File: src/rtl/reg_writeback_arbiter_pkg.sv
// Shared widths and the pending-queue entry type for the register-file write-side arbiter.
package reg_writeback_arbiter_pkg;

   localparam int DATA_W = 32;
   localparam int ADDR_W = 5;
   localparam logic [ADDR_W-1:0] REG_ZERO = '0;

   typedef struct packed {
      logic [ADDR_W-1:0] addr;
      logic [DATA_W-1:0] data;
      logic              kill;
   } wb_entry_t;

endpackage

File: src/rtl/reg_writeback_arbiter_pending_queue.sv
// Pending queue for long-latency results: circular storage with per-entry kill bits,
// a kill CAM for write-after-write squashing and a lookup CAM for the hazard unit.
module wb_pending_queue
   import reg_writeback_arbiter_pkg::*;
#(
   parameter int QDEPTH = 4
) (
   input  logic              clk,
   input  logic              rstn,
   input  logic              push_i,
   input  wb_entry_t         push_entry_i,
   input  logic              pop_i,
   input  logic              kill_en_i,
   input  logic [ADDR_W-1:0] kill_addr_i,
   input  logic [ADDR_W-1:0] query_addr_i,
   output wb_entry_t         head_o,
   output logic              empty_o,
   output logic              full_o,
   output logic              query_pend_o
);

   localparam int PTR_W = $clog2(QDEPTH);
   localparam int CNT_W = $clog2(QDEPTH + 1);

   logic [ADDR_W-1:0] addr_q [QDEPTH];
   logic [DATA_W-1:0] data_q [QDEPTH];
   logic [QDEPTH-1:0] vld_q;
   logic [QDEPTH-1:0] kill_q;
   logic [PTR_W-1:0]  rd_q;
   logic [PTR_W-1:0]  wr_q;
   logic [CNT_W-1:0]  cnt_q;

   assign empty_o = (cnt_q == '0);
   assign full_o  = (cnt_q == CNT_W'(QDEPTH));
   assign head_o  = '{addr: addr_q[rd_q], data: data_q[rd_q], kill: kill_q[rd_q]};

   // Control state; the push slot is never valid, so the kill sweep cannot race the push write.
   always_ff @(posedge clk) begin
      if (!rstn) begin
         rd_q   <= '0;
         wr_q   <= '0;
         cnt_q  <= '0;
         vld_q  <= '0;
         kill_q <= '0;
      end else begin
         for (int i = 0; i < QDEPTH; i++) begin
            if (kill_en_i && vld_q[i] && (addr_q[i] == kill_addr_i)) begin
               kill_q[i] <= 1'b1;
            end
         end
         if (pop_i) begin
            vld_q[rd_q] <= 1'b0;
            rd_q        <= rd_q + PTR_W'(1);
         end
         if (push_i) begin
            vld_q[wr_q]  <= 1'b1;
            kill_q[wr_q] <= push_entry_i.kill;
            wr_q         <= wr_q + PTR_W'(1);
         end
         cnt_q <= cnt_q + CNT_W'(push_i) - CNT_W'(pop_i);
      end
   end

   always_ff @(posedge clk) begin
      if (push_i) begin
         addr_q[wr_q] <= push_entry_i.addr;
         data_q[wr_q] <= push_entry_i.data;
      end
   end

   always_comb begin
      query_pend_o = 1'b0;
      for (int i = 0; i < QDEPTH; i++) begin
         if (vld_q[i] && !kill_q[i] && (addr_q[i] == query_addr_i)) begin
            query_pend_o = 1'b1;
         end
      end
      if (query_addr_i == REG_ZERO) begin
         query_pend_o = 1'b0;
      end
   end

endmodule

File: src/rtl/reg_writeback_arbiter.sv
// Single RF write port master: pipeline writebacks always win, long-latency results
// queue up and drain into idle slots; younger pipeline writes squash queued ones.
module reg_writeback_arbiter
   import reg_writeback_arbiter_pkg::*;
#(
   parameter int QDEPTH = 4
) (
   input  logic              clk,
   input  logic              rstn,
   input  logic              pipe_wen,
   input  logic [ADDR_W-1:0] pipe_waddr,
   input  logic [DATA_W-1:0] pipe_wdata,
   input  logic              lu_valid,
   output logic              lu_ready,
   input  logic [ADDR_W-1:0] lu_addr,
   input  logic [DATA_W-1:0] lu_data,
   input  logic [ADDR_W-1:0] query_addr,
   output logic              query_pend,
   output logic              rf_wen,
   output logic [ADDR_W-1:0] rf_waddr,
   output logic [DATA_W-1:0] rf_wdata
);

   logic              slot_busy;
   logic              q_full;
   logic              q_empty;
   logic              q_push;
   logic              q_pop;
   logic              q_pend;
   wb_entry_t         push_entry;
   wb_entry_t         head;
   logic              rf_wen_q, rf_wen_d;
   logic [ADDR_W-1:0] rf_waddr_q, rf_waddr_d;
   logic [DATA_W-1:0] rf_wdata_q, rf_wdata_d;

   assign slot_busy = pipe_wen && (pipe_waddr != REG_ZERO);
   // Readiness looks only at the registered count, so no lu_valid -> lu_ready path exists.
   assign lu_ready  = rstn && !q_full;
   assign q_push    = lu_valid && lu_ready && (lu_addr != REG_ZERO);
   assign push_entry = '{addr: lu_addr, data: lu_data,
                         kill: slot_busy && (lu_addr == pipe_waddr)};
   // A killed head leaves even when the port is taken; it never needs the port.
   assign q_pop     = !q_empty && (!slot_busy || head.kill);
   assign query_pend = rstn && q_pend;

   wb_pending_queue #(.QDEPTH(QDEPTH)) u_queue (
      .clk          (clk),
      .rstn         (rstn),
      .push_i       (q_push),
      .push_entry_i (push_entry),
      .pop_i        (q_pop),
      .kill_en_i    (slot_busy),
      .kill_addr_i  (pipe_waddr),
      .query_addr_i (query_addr),
      .head_o       (head),
      .empty_o      (q_empty),
      .full_o       (q_full),
      .query_pend_o (q_pend)
   );

   always_comb begin
      rf_wen_d   = 1'b0;
      rf_waddr_d = rf_waddr_q;
      rf_wdata_d = rf_wdata_q;
      if (slot_busy) begin
         rf_wen_d   = 1'b1;
         rf_waddr_d = pipe_waddr;
         rf_wdata_d = pipe_wdata;
      end else if (q_pop && !head.kill) begin
         rf_wen_d   = 1'b1;
         rf_waddr_d = head.addr;
         rf_wdata_d = head.data;
      end
   end

   always_ff @(posedge clk) begin
      if (!rstn) begin
         rf_wen_q   <= 1'b0;
         rf_waddr_q <= '0;
         rf_wdata_q <= '0;
      end else begin
         rf_wen_q   <= rf_wen_d;
         rf_waddr_q <= rf_waddr_d;
         rf_wdata_q <= rf_wdata_d;
      end
   end

   assign rf_wen   = rf_wen_q;
   assign rf_waddr = rf_waddr_q;
   assign rf_wdata = rf_wdata_q;

endmodule

File: config.mk
export PLATFORM = sky130hd
export DESIGN_NAME = reg_writeback_arbiter
export DESIGN_NICKNAME = d
export VERILOG_FILES = /design/src/rtl/reg_writeback_arbiter_pkg.sv /design/src/rtl/reg_writeback_arbiter_pending_queue.sv /design/src/rtl/reg_writeback_arbiter.sv
export SDC_FILE = /design/constraint.sdc
export NUM_CORES = 1
export LEC_CHECK = 0
export CORE_MARGIN = 5
export CORE_UTILIZATION = 59
export CTS_CLUSTER_SIZE = 10
export DETAILED_ROUTE_END_ITERATION = 8
export PLACE_DENSITY = 0.95
export SETUP_SLACK_MARGIN = 0.5
export SLEW_MARGIN = 20
export SYNTH_ARGS = -nofsm -noshare
export SYNTH_HDL_FRONTEND = slang
export SYNTH_HIERARCHICAL = 1
export SYNTH_SLANG_ARGS = --single-unit
File: constraint.sdc
create_clock -name clk -period 7.65 [get_ports clk]
set_input_delay 0.765 -clock clk [delete_from_list [all_inputs] [get_ports clk]]
set_output_delay 0.765 -clock clk [all_outputs]
set_load 0.1 [all_outputs]
# Yosys cells after proc, flatten, opt, wreduce, memory -nomap -nowiden
# Memory sizes are Yosys's and may differ from the RTL's. A register that Yosys moved wholly into a read port is not among the register bits.
# Index checks and enable logic that the tools add are counted.
# totals
ff_bits,53
ram_bits,148
input_bits,83
output_inout_bits,40
elab_cells,107
mem_count,2
# op_classes
addsub,4
magnitude_cmp,4
eq_ne,10
muxes,36
n_bitwise,3
reduce_logical,40
# memory_table
memory,words,width,rd,rd_clocked_by_memory_dff,wr,line_no,source
u_queue.data_q,4,32,1,1,1,reg_writeback_arbiter_pending_queue.sv:26,logic [DATA_W-1:0] data_q [QDEPTH];
u_queue.addr_q,4,5,5,1,1,reg_writeback_arbiter_pending_queue.sv:25,logic [ADDR_W-1:0] addr_q [QDEPTH];
# op_table
cell,count
2-to-1 mux 32 bit,2
equality test 5 bit,9
logical AND 1 bit,26
2-to-1 mux 1 bit,20
2-to-1 mux 4 bit,4
2-to-1 mux 5 bit,2
nonzero test 5 bit,2
zero test 1 bit,8
2-to-1 mux 2 bit,4
less-than comparator 2 x 3 -> 1 bit (second input constant),2
zero test 5 bit,1
adder 2 x 1 -> 2 bit (second input constant),2
bitwise AND 4 bit,1
bitwise mux 4 bit,1
demux 1 bit (select 2 bit),2
greater-or-equal comparator 2 x 1 -> 1 bit (second input constant),2
NOT 4 bit,1
bitwise OR 4 bit,1
adder 3 x 1 -> 3 bit,1
equality test 3 bit (second input constant),1
zero test 3 bit,1
subtractor 3 x 1 -> 3 bit,1
binary-select mux 1 bit (select 2 bit),1
nonzero test 2 bit,1
logical OR 1 bit,1

# Logic depth before layout (Yosys ltp)
# logic_depth
word_depth,10
ltp_mapped,11
mapped_depth_nobuf,9

# Modules after synthesis
# Netlist, hierarchy kept.
# by_module_without_submodules
module,n_inst,cells_each,area_per_inst_um2,seq_area_each_um2
wb_pending_queue,1,342,6681.4,4784.6
reg_writeback_arbiter,1,231,2030.7,760.7

# Worst setup path after synthesis
# OpenSTA, ideal clock, no wires.
# synth_timing
path_type,input -> register
start,input port rstn
end,"memory u_queue.addr_q[0][0], enable pin"
setup_ns,0.392
t_arrival_ns,4.036
required_time_ns,7.258
path_slack_ns,3.222
path_stages,8
path_buffers,3
path_cell_list,clkbuf_1 > clkbuf_1 > nor2b_1 > nand2_1 > a21oi_1 > clkbuf_1 > nand2_1 > inv_1
# synth_between
elab_chain_len,5
# synth_rtl
item,line_no,source
start: declaration,reg_writeback_arbiter.sv:9,"input logic rstn,"
logical AND 1 bit,reg_writeback_arbiter.sv:38,assign lu_ready = rstn && !q_full;
via lu_ready,reg_writeback_arbiter.sv:14,"output logic lu_ready,"
logical AND 1 bit (2 in series),reg_writeback_arbiter.sv:39,assign q_push = lu_valid && lu_ready && (lu_addr != REG_ZERO);
via q_push,reg_writeback_arbiter.sv:27,logic q_push;
2-to-1 mux 1 bit,reg_writeback_arbiter_pending_queue.sv:65,if (push_i) begin
2-to-1 mux 1 bit (implied by the code),reg_writeback_arbiter_pending_queue.sv:66,addr_q[wr_q] <= push_entry_i.addr;
end: declaration,reg_writeback_arbiter_pending_queue.sv:25,
# The timed path passes the listed nets, and every way through them passes these cells.

# Worst setup path in the final report
# layout_timing
start,input port query_addr[4]
end,output port query_pend
# layout_between
elab_chain_len,8
word_cells_on_any_way,15
cone_classes,4 x eq/ne; 5 x mux; 6 x reduce/logical
# layout_rtl
item,line_no,source
start: declaration,reg_writeback_arbiter.sv:17,"input logic [ADDR_W-1:0] query_addr,"
equality test 5 bit,reg_writeback_arbiter_pending_queue.sv:74,if (vld_q[i] && !kill_q[i] && (addr_q[i] == query_addr_i)) begin
logical AND 1 bit,reg_writeback_arbiter_pending_queue.sv:74,
2-to-1 mux 1 bit (4 in series),reg_writeback_arbiter_pending_queue.sv:74,
2-to-1 mux 1 bit (*),reg_writeback_arbiter_pending_queue.sv:78,if (query_addr_i == REG_ZERO) begin
via q_pend,reg_writeback_arbiter.sv:29,logic q_pend;
logical AND 1 bit (*),reg_writeback_arbiter.sv:44,assign query_pend = rstn && q_pend;
end: declaration,reg_writeback_arbiter.sv:18,"output logic query_pend,"
# Mark *: on every way through the listed nets, which the timed path passes. The rest lies on a longest branch.

==> run_results.csv <==
group,metric,value,unit
status,status,"finished, final reports clean",
setup_path,r2r_slack,4.52,ns
cells_and_area,area_delta_synth_final,22.12,%
timing,slew_headroom,0.2815,
route,wl,21100,um
clocking,clk_latency,0.49,ns
cells_and_area,fin_nets,777,
setup_path,path_max_fanout,5,
clocking,cts_tree,"done",
pwr,p_per_area,343.3,nW/um^2
cells_and_area,fillers,904,
global_routing,grt_pass1_vias,5976,
setup_path,r2r.worst_path.cells,9,
global_routing,grt_overflow,0,
timing,post-route-period-util,0.5629,
route,wire_per_inst,23.81,um
route,drtIter0Drc,472,
clocking,cts.hold.buffers_added,0,
timing,period_needed,4.306,ns
route,via_per_inst,6.177,
logic_synthesis,async_flop_share,0,
global_routing,grt_pass1_wl,33130,um
logic_synthesis,synth_flop_cell,"edfxtp_1",
setup_path,r2r-end,"u_queue/cnt_q[2]",
floorplanning,core,14530,um^2
timing,worst_pin_slew,1.078,ns
clocking,clock_path_buffers,3,
clocking,cts_resized,0,
logic_synthesis,yosysWarnings,6,
clocking,clkTransAtPathRegs,0.05,ns
placed_design,dpl.hpwl,12780,um
route,vias,5473,
global_routing,grt_use_total,0.2384,
floorplanning,fp-row-count,44,
clocking,cts_sinks,203,
setup_path,crit_path_end_kind,"output port",
floorplanning,io_pins,123,
floorplanning,die_w,131.5,um
pwr,peakVddDrop,0.1883,mV
logic_synthesis,synth_area_leaders,"edfxtp_1 51%, dfxtp_1 13%, mux4_2 9.8%",
route,dr.pass1.iters,5,
logic_synthesis,syn_inst,573,
cells_and_area,final_cell_mix,"148 x edfxtp_1, 121 x clkdlybuf4s50_1, 53 x dfxtp_1",
pwr,finalPower,0.003653,W
clocking,root_buffer,"clkbuf_16",
timing,max_freq,232.2,MHz
timing,rsz0062_at_grt,"no",
logic_synthesis,synth_edf_count,148,
floorplanning,die_h,131.5,um
timing,setup_violations,0,
global_routing,grt_max_degree,94,
hold_path,min_to,"u_queue/vld_q[2]",
logic_synthesis,netlist_area,8712,um^2
logic_synthesis,syn_nets,667,
timing,fin_skew,0.006207,ns
clocking,cts_made_buffers,24,
logic_synthesis,yosysTopAreaCell,"edfxtp_1",
cells_and_area,final_common_cell,"edfxtp_1",
floorplanning,dieArea,17300,um^2
hold_path,worstHoldPathCells,2,
logic_synthesis,synth.yosys.seq_area_share,0.6365,
pwr,p_leak,3.609,nW
timing,hold_violations,0,
placed_design,gp_congestion,0.8243,
setup_path,arrival,3.54,ns
timing,fin_setup_tns,0,ns
logic_synthesis,ys_types,36,
global_routing,antenna_found_initial,1,
logic_synthesis,syn_avg_cell_area,15.20,um^2
cells_and_area,final_cell_area,10640,um^2
setup_path,cp-start-kind,"primary input",
logic_synthesis,yosys.area.top_type_share,0.5101,
cells_and_area,drive_gt1_frac,0.1127,
clocking,htree_levels,1,
timing,slew_violations,0,
route,drc_errors,0,
setup_path,regToRegStartpoint,"u_queue/rd_q[0]",
hold_path,hold_class,"reg -> reg",
floorplanning,start_util,0.5994,
placed_design,dpl-instance-area,9928,um^2
setup_path,crit_required,6.88,ns
logic_synthesis,synth-seq-cells,203,
clocking,post_cts_buffers,0,
setup_path,path_class,"in -> out",
flow_run,maxCapViolCount,0,
route,drt.antenna.violating_nets,0,
hold_path,holdCritStartpoint,"u_queue/vld_q[2]",
placed_design,portBuffers,122,
==> Yosys cell counts, types with 13 or more instances <==
master and n:
clkbuf_1 21, dfxtp_1 55, edfxtp_1 148, inv_1 13
mux2i_1 34, mux4_2 38, nand2_1 45, o211ai_1 37
or3_1 37, xnor2_1 23, xor2_1 26
==> through the flow <==
stage	worst slack, ns	std cells	hold slack [ns]	util
2_1_floorplan	3.222	573	0.4516	-
3_3_place_gp	3.388	841	0.4950	0.6831
3_5_place_dp	3.376	841	0.4984	0.6831
4_1_cts	3.363	885	0.5163	0.7318
5_1_grt	3.193	886	0.5504	0.7320
6_report	3.344	886	0.5183	0.7320
==> report_power, final <==
group	leakage [nW]	switching [W]	internal, W
sequential	1.80	0.0000895	0.00130
clock	0.339	0.000407	0.000615
combinational	1.47	0.000838	0.000405
==> layer usage <==
metal	global-route usage	up-vias	part of all wire
li1	-	2402	-
met2	0.4080	264	0.50
met3	0.04587	64	0.072
met4	0.08857	0	0.038
met5	0	-	0
met1	0.3042	2743	0.39
==> kinds of logic (layout without fill, tap and decap cells) <==
family | count (synthesis) | after routing | share of synthesized area
xor gates and xnor gates | 49 | 49 | 0.04926
DFF | 203 | 203 | 0.6365
AOI/OAI and AO/OA | 63 | 63 | 0.05026
other | 0 | 1 | 0
adders and majority gates | 11 | 11 | 0.01666
and+or+nand+nor | 120 | 120 | 0.07267
muxes | 72 | 72 | 0.1373
buffers and inverters | 55 | 183 | 0.03734
==> cell type report <==
| type | instances | area (um^2) | share of cell area |
|---|---|---|---|
| antenna | 1 | 2.502 | 0.0002352 |
| clock inverter | 1 | 5.005 | 0.0004704 |
| multi-input combinational | 315 | 2855 | 0.2684 |
| sequential | 203 | 5548 | 0.5215 |
| timing repair buffer | 126 | 1246 | 0.1171 |
| clock buffer | 43 | 703.2 | 0.06609 |
| tap | 184 | 230.2 | 0.02164 |
| inverter | 13 | 48.80 | 0.004587 |
==> registers in the layout, indices dropped and copies added (netlist names), 3 cells and up, named ones only <==
name	cells
u_queue/data_q	128
rf_wdata	32
u_queue/kill_q	4
u_queue/vld_q	4
u_queue/cnt_q	3
u_queue/addr_q	20
rf_waddr	5
==> critical path, stage by stage <==
cell,delay (ns)
clkdlybuf4s50_1,0.65
xnor2_1,0.17
nand4_1,0.14
nor4b_1,0.34
nor4_1,0.11
a21oi_1,0.11
and2_1,0.12
clkdlybuf4s50_1,1.13
==> worst max path at each step <==
stage	slack, ns	startpoint	depth (start not counted)	endpoint
finish	3.34	query_addr[4]	8	query_pend
floorplan	3.22	rstn	8	u_queue/addr_q[0][0]
detailed placement	3.38	query_addr[2]	8	query_pend
global placement	3.39	query_addr[2]	8	query_pend
CTS	3.36	query_addr[3]	8	query_pend
global route	3.19	query_addr[3]	8	query_pend
Power figures use the tool's default switching activity.
